### src/rtl/mc_control.sv
// mc_control: main control FSM for the multicycle MIPS datapath, with ALU decoder and retired counter.
// Define MC_CONTROL_BNE_EN to decode bne (op 000101) into BNEEX.
module mc_control #(
    parameter int STATE_W = 4,
    parameter int CNT_W   = 32
) (
    input  logic               clk,
    input  logic               reset,
    input  logic [5:0]         op,
    input  logic [5:0]         funct,
    input  logic               zero,
    output logic               iord,
    output logic               irwrite,
    output logic               memwrite,
    output logic               pcen,
    output logic               regwrite,
    output logic               regdst,
    output logic               memtoreg,
    output logic               alusrca,
    output logic [1:0]         alusrcb,
    output logic [1:0]         pcsrc,
    output logic [2:0]         alucontrol,
    output logic               illegal_op,
    output logic [CNT_W-1:0]   retired,
    output logic [STATE_W-1:0] state_dbg
);
    typedef enum logic [STATE_W-1:0] {
        FETCH, DECODE, MEMADR, MEMRD, MEMWB, MEMWR, RTYPEEX,
        RTYPEWB, BEQEX, ADDIEX, ADDIWB, JEX, BNEEX
    } state_t;

    state_t     state, next;
    logic [1:0] aluop;
    logic       pcwrite, branch, bne_st, bne, irw, mw, rw;

    always_ff @(posedge clk or posedge reset) begin
        if (reset) begin
            state      <= FETCH;
            retired    <= '0;
            illegal_op <= 1'b0;
        end else begin
            state      <= next;
            illegal_op <= (state == DECODE) && (next == FETCH);
            if (next == FETCH && state != DECODE)
                retired <= retired + CNT_W'(1);
        end
    end

    always_comb begin
        next = FETCH;
        case (state)
            FETCH:   next = DECODE;
            DECODE:
                case (op)
                    6'b100011, 6'b101011: next = MEMADR;
                    6'b000000:            next = RTYPEEX;
                    6'b000100:            next = BEQEX;
                    6'b001000:            next = ADDIEX;
                    6'b000010:            next = JEX;
`ifdef MC_CONTROL_BNE_EN
                    6'b000101:            next = BNEEX;
`endif
                    default:              next = FETCH;
                endcase
            MEMADR:  next = (op == 6'b100011) ? MEMRD : MEMWR;
            MEMRD:   next = MEMWB;
            RTYPEEX: next = RTYPEWB;
            ADDIEX:  next = ADDIWB;
            default: next = FETCH;
        endcase
    end

    always_comb begin
        iord     = 1'b0;
        irw      = 1'b0;
        mw       = 1'b0;
        pcwrite  = 1'b0;
        rw       = 1'b0;
        regdst   = 1'b0;
        memtoreg = 1'b0;
        alusrca  = 1'b0;
        alusrcb  = 2'b00;
        pcsrc    = 2'b00;
        aluop    = 2'b00;
        branch   = 1'b0;
        bne_st   = 1'b0;
        case (state)
            FETCH:   begin irw = 1'b1; alusrcb = 2'b01; pcwrite = 1'b1; end
            DECODE:  alusrcb = 2'b11;
            MEMADR:  begin alusrca = 1'b1; alusrcb = 2'b10; end
            MEMRD:   iord = 1'b1;
            MEMWB:   begin rw = 1'b1; memtoreg = 1'b1; end
            MEMWR:   begin iord = 1'b1; mw = 1'b1; end
            RTYPEEX: begin alusrca = 1'b1; aluop = 2'b10; end
            RTYPEWB: begin regdst = 1'b1; rw = 1'b1; end
            BEQEX:   begin alusrca = 1'b1; aluop = 2'b01; pcsrc = 2'b01; branch = 1'b1; end
            ADDIEX:  begin alusrca = 1'b1; alusrcb = 2'b10; end
            ADDIWB:  rw = 1'b1;
            JEX:     begin pcsrc = 2'b10; pcwrite = 1'b1; end
            BNEEX:   begin alusrca = 1'b1; aluop = 2'b01; pcsrc = 2'b01; bne_st = 1'b1; end
            default: ;
        endcase
    end

`ifdef MC_CONTROL_BNE_EN
    assign bne = bne_st;
`else
    assign bne = 1'b0;
`endif

    // Write strobes are gated by reset so an abort cannot leave a partial store behind.
    assign irwrite  = irw & ~reset;
    assign memwrite = mw & ~reset;
    assign regwrite = rw & ~reset;
    assign pcen     = ~reset & (pcwrite | (branch & zero) | (bne & ~zero));

    assign alucontrol = (aluop == 2'b01)     ? 3'b110 :
                        (aluop != 2'b10)     ? 3'b010 :
                        (funct == 6'b100010) ? 3'b110 :
                        (funct == 6'b100100) ? 3'b000 :
                        (funct == 6'b100101) ? 3'b001 :
                        (funct == 6'b101010) ? 3'b111 : 3'b010;

    assign state_dbg = state;
endmodule

### config.mk
export PLATFORM = sky130hd
export DESIGN_NAME = mc_control
export DESIGN_NICKNAME = d
export VERILOG_FILES = /design/src/rtl/mc_control.sv
export SDC_FILE = /design/constraint.sdc
export NUM_CORES = 1
export LEC_CHECK = 0
export ABC_AREA = 1
export CAP_MARGIN = 20
export CORE_MARGIN = 1.5
export CORE_UTILIZATION = 49
export DETAILED_ROUTE_END_ITERATION = 7
export PLACE_DENSITY = 0.79
export SETUP_SLACK_MARGIN = 0.02
export SKIP_CTS_REPAIR_TIMING = 1
export SLEW_MARGIN = 30
export SYNTH_ARGS = -nofsm -noshare
export SYNTH_HDL_FRONTEND = slang
export SYNTH_SLANG_ARGS = --single-unit
### constraint.sdc
create_clock -name clk -period 3.73 [get_ports clk]
set_input_delay 0.746 -clock clk [delete_from_list [all_inputs] [get_ports clk]]
set_output_delay 0.746 -clock clk [all_outputs]
set_load 0.05 [all_outputs]
==> metrics.md, run 1 <==
| Metric | Value |
|---|---|
| DRC Markers | `0` |
| Synth Warn # | `0` |
| Reg clk slew, reported paths | `around 0.07 ns` |
| Most frequent cells in the layout | `nand2_1 (140), nor2_1 (70), clkdlybuf4s50_1 (65)` |
| Latest clock arrival within the worst-skew pair | `around 0.29 ns` |
| Hold path cells | `1` |
| Xor and xnor area share after synthesis | `5.89%` |
| Min cycle time layout | `between 3 and 4 ns` |
| Status | `completed` |
| Synth Cell Area | `between 0.002 and 0.003 mm²` |
| CTS Sinks | `37` |
| CP arrival | `2.65 ns` |
| Per-cell routed wire length | `about 13 µm` |
| Worst Setup End Kind | `primary output` |
| Gate Count Post-Synth | `about 380` |
| Total power | `about 1.4 mW` |
| Core Util, Final | `a little under 70%` |
| Grt total ovfl | `0` |
| Vias in the first global route | `about 2.5k` |
| Post-synthesis sequential area ratio | `36.6%` |
| Gpl congestion | `~0.88` |
| Crit path required time | `slightly below 3 ns` |
| Via density | `~5.0` |
| Complex-gate fraction of the synthesized area | `about 2.6%` |
| CP max stage cell | `clkdlybuf4s50_1` |
| Unique masters post-synth | `27` |
| CTS root buf | `clkbuf_8` |
| Final WL | `about 6700 µm` |
| Slew at the pin closest to its max-slew limit | `about 0.55 ns` |
| Pin count of the biggest net entering global routing | `38` |
| Hold Violations, Final | `0` |
| Drt first-iter violations | `roughly 140` |
| Antenna violations before repair | `0` |
| Largest family of logic cells by synthesized area | `simple AND/OR/NAND/NOR gates` |
| Startpoint types | `input port` |
| Critical Path, Cell by Cell | `clkdlybuf4s50_1, inv_1, nand2_1, nor4_1, o211ai_1, o21ai_0, clkdlybuf4s50_1` |
| Crit path max-delay family | `buffers and inverters` |
| Final Setup Violations | `0` |
| Crit. path cell count | `7` |
| Synthesized area per cell | `roughly 6.6 µm²` |
| R2r worst-path depth | `9` |
| Cell Area, Placed | `0.00325 mm²` |
| CTS max path bufs | `2` |
| Setup Skew | `roughly 0.0037 ns` |
| GRT Overall Usage | `about 26%` |
| Layout cell share with drive strength beyond 1 | `~7.5%` |
| Fillers | `between 400 and 500` |
| P&R area growth vs syn | `31.9%` |
| FF+latch count, synth | `37` |
| CP max stage delay | `slightly above 0.8 ns` |
| Max VDD drop | `0.387 mV` |
| First-pass GRT wire length | `between 10000 and 15000 µm` |
| Layout net count | `roughly 470` |
| Syn Nets | `about 400` |
| Final Cycle Share | `between 90% and 100%` |
| Slew margin rel. | `a little under two thirds` |
| Post-route ant nets | `0` |
| FMAX | `a little under 300 MHz` |
| Hold Crit Class | `register to register` |
| First-pass DRT Iterations | `7` |
| # IOs | `67` |
| H-tree depth | `2` |
| Final Slew Violations | `0` |
| Commonest non-fill, non-tap cell in the layout | `nand2_1` |
| I/O Buffers | `66` |
| Post-synthesis mux area share | `0%` |
| Crit path top cell by count | `clkdlybuf4s50_1` |
| CTS tree | `yes` |
| Max-cap violations | `0` |
| Die span in x | `about 75 µm` |
| Area of the core | `between 0.004 and 0.005 mm²` |
| Dpl ws | `0.346 ns` |
| Final WS setup | `around 0.33 ns` |
| Worst Path Buf+Inv | `3` |
| Initial core utilization | `a little over half` |
| Vias | `2611` |
| Die area | `between 0.005 and 0.006 mm²` |
| RSZ-0062 raised after global routing | `no` |
| Placed wire-length estimate | `just over 5000 µm` |
| Die height | `roughly 75 µm` |
| Num CTS Buffers | `5` |
| Cell Rows | `25` |
| Leakage | `roughly 1.5 nW` |
| Post-Layout Inst Area | `0.00333 mm²` |
| Crit Path Category | `input port to primary output` |
| Critical Path Fanout Max | `2` |
| Setup_tns | `0 ns` |
| Synth Area in Adders | `less than 1%` |
| Power Density | `~420 mW/mm²` |
| Synth Area in Simple Gates | `between 40% and 50%` |
| Number of diodes | `0` |
-- area by class of cell --
type                            instances  area [µm²]  share of cell area, %
Clock buffer                            8        80.1                   2.40
Inverter                               43         164                   4.92
Timing Repair Buffer                   67         678                   20.3
Tap cell                               67        83.8                   2.51
Sequential cell                        37         926                   27.8
Multi-Input combinational cell        297        1400                   42.1
-- cell usage after synthesis (all sizes together) --
library cell  instances  area [µm²]
o21ai                 8        40.0
xnor2                10        87.6
nor2                 79         353
a21oi                 1        5.00
nor4                  1        6.26
nand3                18        90.1
o211ai                1        7.51
nand2               152         606
a31oi                 1        6.26
inv                  43         164
xor2                  7        61.3
buf                   4        35.0
o31ai                 1        7.51
nand3b               11        82.6
ha                    1        12.5
nand4                 6        37.5
dfrtp                37         926
-- per-stage QoR --
step	instances	hold slack (ns)
2_1_floorplan	381	0.775
3_3_place_gp	511	0.501
3_5_place_dp	511	0.513
4_1_cts	519	0.525
5_1_grt	519	0.539
6_report	519	0.519
-- worst register-to-register path, cell delays in order, from the launching register on --
cell and delay, ns:
dfrtp_1 0.43, inv_1 0.08, nand2_1 0.08, inv_1 0.07, nand2_2 0.10, nand2_4 0.08, nor2_8 0.43, inv_4 0.20
nor2_1 0.18, xor2_1 0.17
-- cell families (layout without fill, tap and decap cells) --
kind of cell / count (synthesis) / after routing
simple gates: 267 / 267
compound gates: 12 / 12
fa+ha+maj: 1 / 1
xor+xnor: 17 / 17
flops: 37 / 37
buf+inv: 47 / 118
-- state kept, by name (all words and copies together), names as in the netlist --
signal and cells:
illegal_op 1, retired 32, state_dbg 4
-- path summary, 6_finish.rpt --
check                           slack [ns]          from       endpoint
worst max-delay path                  0.33      funct[4]  alucontrol[0]
worst min-delay path                  0.52    retired[4]     retired[4]
worst max register to register        1.84  state_dbg[0]    retired[14]
worst min register to register        0.52    retired[4]     retired[4]
max in group asynchronous             2.41         reset     retired[2]
min in group asynchronous             0.99         reset    retired[25]
-- power breakdown --
part,internal [mW],total [mW],switching (mW)
Clock,0.133,0.274,0.141
Combinational,0.191,0.629,0.438
Sequential,0.437,0.486,0.0493
Total,0.760,1.39,0.628
-- layer usage --
layer	GRT usage (%)	part of all wire (%)	wire, µm	vias up
met2	42.7	48	3250	88
met4	9.90	1.1	72	0
met3	5.22	6.1	410	10
met1	32.7	44	2970	1202
li1	-	-	-	1311
met5	0	0	0	-
Note: power is estimated with default switching activity, not from simulation.
==> inputs of run 2 (changes only) <==
CORE_UTILIZATION = 40   (was 49)
HOLD_SLACK_MARGIN = 0.03   (was default)
PLACE_DENSITY = 0.66   (was 0.79)
SLEW_MARGIN = default   (was 30)
==> run 2 against run 1 <==
Compared with the run above: hold slack lost 0.0012 ns; die area up 22%; clock power grew 31%; critical endpoint unchanged; sequential power about the same; highest routed layer unchanged; register-to-register slack hardly changed.
==> metrics.md, run 2 (synthesis results as in run 1) <==
| Metric | Value |
|---|---|
| Power Density | `around 440 mW/mm²` |
| Crit path top cell by count | `clkdlybuf4s50_1` |
| Slew at the pin closest to its max-slew limit | `around 0.55 ns` |
| Worst Setup End Kind | `primary output` |
| DRC Markers | `0` |
| CTS root buf | `clkbuf_8` |
| Status | `completed` |
| Die height | `approximately 82 µm` |
| Pin count of the biggest net entering global routing | `38` |
| Grt total ovfl | `0` |
| Commonest non-fill, non-tap cell in the layout | `nand2_1` |
| Die span in x | `between 80 and 90 µm` |
| Hold Crit Class | `register to register` |
| Max-cap violations | `0` |
| Vias | `~2.5k` |
| Final hold slack | `~0.52 ns` |
| P&R area growth vs syn | `33.7%` |
| First-pass DRT Iterations | `4` |
| Final Cycle Share | `90.6%` |
| Area of the core | `0.00603 mm²` |
| Startpoint types | `input port` |
| # IOs | `between 60 and 70` |
| Crit Path Category | `input port to primary output` |
| FMAX | `roughly 300 MHz` |
| I/O Buffers | `between 60 and 70` |
| Final Slew Violations | `0` |
| First-pass GRT wire length | `approximately 11000 µm` |
| Reg clk slew, reported paths | `about 0.09 ns` |
| CP max stage cell | `clkdlybuf4s50_1` |
| Final Setup Violations | `0` |
| Placed wire-length estimate | `roughly 5100 µm` |
| Setup_tns | `0 ns` |
| Leakage | `1.49 nW` |
| Vias in the first global route | `~2.4k` |
| Largest register by flop count | `retired` |
| Max VDD drop | `between 0.3 and 0.4 mV` |
| H-tree depth | `2` |
| Crit path required time | `roughly 3.0 ns` |
| RSZ-0062 raised after global routing | `no` |
| Min cycle time layout | `approximately 3.4 ns` |
| Largest register FFs | `32` |
| CP max stage delay | `just over 0.8 ns` |
| Via density | `4.82` |
| Num CTS Buffers | `5` |
| Crit path max-delay family | `buffers and inverters` |
| Most frequent cells in the layout | `nand2_1 (140), nor2_1 (70), clkdlybuf4s50_1 (65)` |
| Cell Rows | `28` |
| GRT Overall Usage | `about a fifth` |
| CTS max path bufs | `2` |
| Antenna violations before repair | `0` |
| CP arrival | `2.63 ns` |
| Per-cell routed wire length | `about 13 µm` |
| Critical Path, Cell by Cell | `clkdlybuf4s50_1, nor4_1, o211ai_1, o21ai_0, clkdlybuf4s50_1` |
| Critical Path Fanout Max | `3` |
| Slew margin rel. | `between 60% and 70%` |
| Number of diodes | `0` |
| Layout cell share with drive strength beyond 1 | `approximately 8.2%` |
| Register area | `926 µm²` |
| Gpl congestion | `0.903` |
| Post-route ant nets | `0` |
| Die area | `just under 0.007 mm²` |
| Initial core utilization | `approximately two fifths` |
| CTS Sinks | `37` |
| Setup Skew | `approximately 0.012 ns` |
| Latest clock arrival within the worst-skew pair | `about 0.3 ns` |
| Hold Violations, Final | `0` |
| Multi-input logic area | `roughly 0.0014 mm²` |
| Fillers | `between 600 and 700` |
| Drt first-iter violations | `116` |
| Layout net count | `between 400 and 500` |
| Worst Path Buf+Inv | `2` |
| CTS tree | `yes` |
| Final WL | `6660 µm` |
==> run 2: cell count changes in the layout (fill, tap and decap cells not counted), sizes merged <==
cell	change
clkinv	+1
bufinv	+1
clkinvlp	+1
clkbuf	-3
==> run 2: per-layer routing <==
layer	vias up	part of all wire, %	global-route usage, %
met3	9	3.6	3.74
met4	0	1.4	7.17
met1	1163	48	27.9
met2	56	47	35.3
met5	-	0	0
li1	1313	-	-
==> run 2: worst paths after layout <==
path / from / end / slack (ns) / depth (start not counted)
worst max register to register: state_dbg[0] / retired[13] / 1.84 / 9
worst min-delay path: retired[6] / retired[6] / 0.52 / 1
worst max-delay path: funct[3] / alucontrol[0] / 0.35 / 5
max in group asynchronous: reset / illegal_op / 2.40 / 3
min in group asynchronous: reset / retired[25] / 0.98 / 3
worst min register to register: retired[6] / retired[6] / 0.52 / 1
==> run 2: final cells by class <==
type,count,area share [%]
timing repair buffer,67,20.1
sequential,37,27.4
clock buffer,5,2.04
multi-input combinational,297,41.5
clock inverter,3,1.37
tap,75,2.78
inverter,43,4.85
==> run 2: power breakdown <==
| group | switching [mW] | internal [mW] |
|---|---|---|
| Sequential | 0.0494 | 0.436 |
| Clock | 0.159 | 0.200 |
| Combinational | 0.438 | 0.191 |
==> run 2: metrics by stage <==
step                area (µm²)  std cells  utilization (%)  setup slack [ns]  power [mW]
finish                    3380        527             56.1             0.349        1.47
global route              3380        527             56.1             0.228        1.55
CTS                       3380        527             56.1             0.346        1.49
detailed placement        3260        519             54.2             0.336        1.13
global placement          3260        519             54.2             0.423        1.12
floorplan                 2530        381                -             0.170       0.938
==> inputs of run 3 (changes only) <==
==> constraint.sdc (replaced) <==
create_clock -name clk -period 3.73 [get_ports clk]
set_input_delay 0.373 -clock clk [delete_from_list [all_inputs] [get_ports clk]]
set_output_delay 0.373 -clock clk [all_outputs]
set_load 0.05 [all_outputs]
==> run 3 against run 2 <==
Compared with the run above: via count about the same; global-route usage about the same; sequential power about the same; sequential share of layout area down 0.071 points; maximum frequency up 28%; non-clock buffer count unchanged; flip-flop and latch count unchanged; worst setup slack better by 0.73 ns; clock power up 15%; design area up 0.26%; first-iteration DRC count up 22%; hold slack worse by 0.0022 ns; critical endpoint unchanged; largest cell class unchanged.
==> metrics.md, run 3 (synthesis results as in run 1) <==
| Metric | Value |
|---|---|
| Status | `completed` |
| Hold Violations, Final | `0` |
| Num CTS Buffers | `5` |
| Vias in the first global route | `2397` |
| GRT Overall Usage | `a little over a fifth` |
| Final WL | `between 6000 and 7000 µm` |
| Final Cycle Share | `71.0%` |
| Layout net count | `around 470` |
| I/O Buffers | `66` |
| FMAX | `between 300 and 400 MHz` |
| RSZ-0062 raised after global routing | `no` |
| Reg clk slew, reported paths | `around 0.080 ns` |
| Latest clock arrival within the worst-skew pair | `around 0.29 ns` |
| Critical Path Fanout Max | `5` |
| Reg2reg end | `retired[13]` |
| Number of diodes | `0` |
| Hold Crit Class | `register to register` |
| Power Density | `between 400 and 500 mW/mm²` |
| Die span in x | `a little over 80 µm` |
| Post-Layout Inst Area | `approximately 0.0034 mm²` |
| Hold EP | `retired[5]` |
| Crit Path Category | `register to primary output` |
| Cell Area, Placed | `0.00325 mm²` |
| Initial core utilization | `between 40% and 50%` |
| Most frequent cells in the layout | `nand2_1 (140), nor2_1 (70), clkdlybuf4s50_1 (66)` |
| Grt total ovfl | `0` |
| Antenna violations before repair | `0` |
| Layout cell share with drive strength beyond 1 | `approximately 8.0%` |
| Vias | `~2.5k` |
| CTS root buf | `clkbuf_8` |
| Final Slew Violations | `0` |
| Placed wire-length estimate | `approximately 5000 µm` |
| Pin count of the biggest net entering global routing | `38` |
| CP arrival | `around 2.3 ns` |
| Startpoint types | `register` |
| Min cycle time layout | `2.65 ns` |
| CTS Sinks | `37` |
| RR Startpoint | `state_dbg[1]` |
| Slew at the pin closest to its max-slew limit | `0.548 ns` |
| R2r worst-path depth | `8` |
| Cell Rows | `28` |
| Crit path required time | `3.36 ns` |
| Final Setup Violations | `0` |
| Drt first-iter violations | `between 100 and 150` |
| Setup Skew | `between 0.007 and 0.008 ns` |
| CTS max path bufs | `2` |
| H-tree depth | `2` |
| # IOs | `between 60 and 70` |
| Post-route ant nets | `0` |
| P&R area growth vs syn | `34.1%` |
| Max VDD drop | `around 0.37 mV` |
| First-pass GRT wire length | `roughly 11000 µm` |
| Slew margin rel. | `between 60% and 70%` |
| Hold path start | `retired[5]` |
| Area of the core | `approximately 0.0060 mm²` |
| Via density | `between 4 and 5` |
| Die area | `just under 0.007 mm²` |
| Largest register FFs | `32` |
| DRC Markers | `0` |
| Leakage | `approximately 1.5 nW` |
| Die height | `82.5 µm` |
| Max-cap violations | `0` |
| Gpl congestion | `around 0.93` |
| Worst Setup End Kind | `primary output` |
| Per-cell routed wire length | `12.3 µm` |
| Largest register by flop count | `retired` |
| Setup_tns | `0 ns` |
| Hold path cells | `1` |
| CTS tree | `yes` |
| Commonest non-fill, non-tap cell in the layout | `nand2_1` |
| First-pass DRT Iterations | `4` |
| R2r setup slk | `1.85 ns` |
## run 3: cell count changes in the layout (fill, tap and decap cells not counted), sizes merged
cell / previous run / this run
clkinvlp: 1 / 0
buf: 2 / 1
bufinv: 1 / 2
clkdlybuf4s50: 65 / 66
## run 3: where the power goes
group | internal, mW | switching (mW) | total [mW] | leakage, nW
registers | 0.437 | 0.0475 | 0.484 | 0.508
clock network | 0.266 | 0.149 | 0.415 | 0.0681
logic | 0.189 | 0.435 | 0.624 | 0.923
## run 3: layout make-up
cell class,count,area [µm²]
Clock inverter,3,65.1
Tap cell,75,93.8
Clock buffer,5,68.8
Sequential cell,37,926
Inverter,43,164
Multi-Input combinational cell,297,1400
Timing Repair Buffer,67,668
Fill cell,617,2640
## run 3: worst max path at each step
| stage | startpoint | endpoint | slack, ns | cells past startpoint |
|---|---|---|---|---|
| after global routing | state_dbg[0] | alucontrol[0] | 0.89 | 8 |
| after global placement | funct[2] | alucontrol[0] | 1.17 | 6 |
| after CTS | state_dbg[2] | alucontrol[0] | 1.04 | 7 |
| after floorplan | state_dbg[2] | alucontrol[0] | 0.54 | 6 |
| after detailed placement | funct[2] | alucontrol[0] | 1.11 | 6 |
| final | state_dbg[0] | alucontrol[0] | 1.08 | 8 |
## run 3: worst max-delay path, stage by stage (launching register included)
cell and delay, ns:
dfrtp_1 0.42, inv_1 0.09, nand2_1 0.07, inv_1 0.11
nand2_2 0.09, inv_1 0.11, o211ai_1 0.12, o21ai_0 0.16
clkdlybuf4s50_1 0.82
## run 3: per-stage QoR
step	std cells	setup WS, ns	util, %	hold slack (ns)	power (mW)
floorplan	381	0.543	-	0.561	0.938
global placement	519	1.17	54.0	0.507	1.12
detailed placement	519	1.11	54.0	0.509	1.12
CTS	527	1.04	56.2	0.520	1.54
global route	527	0.895	56.2	0.544	1.60
finish	527	1.08	56.2	0.516	1.52
## run 3: metal layers
metal | share of wire [%] | global-route usage, % | routed length [µm]
met5 | 0 | 0 | 0
met1 | 47 | 28.0 | 3020
met3 | 4.2 | 4.18 | 272
met2 | 48 | 35.3 | 3090
met4 | 1.1 | 5.83 | 74
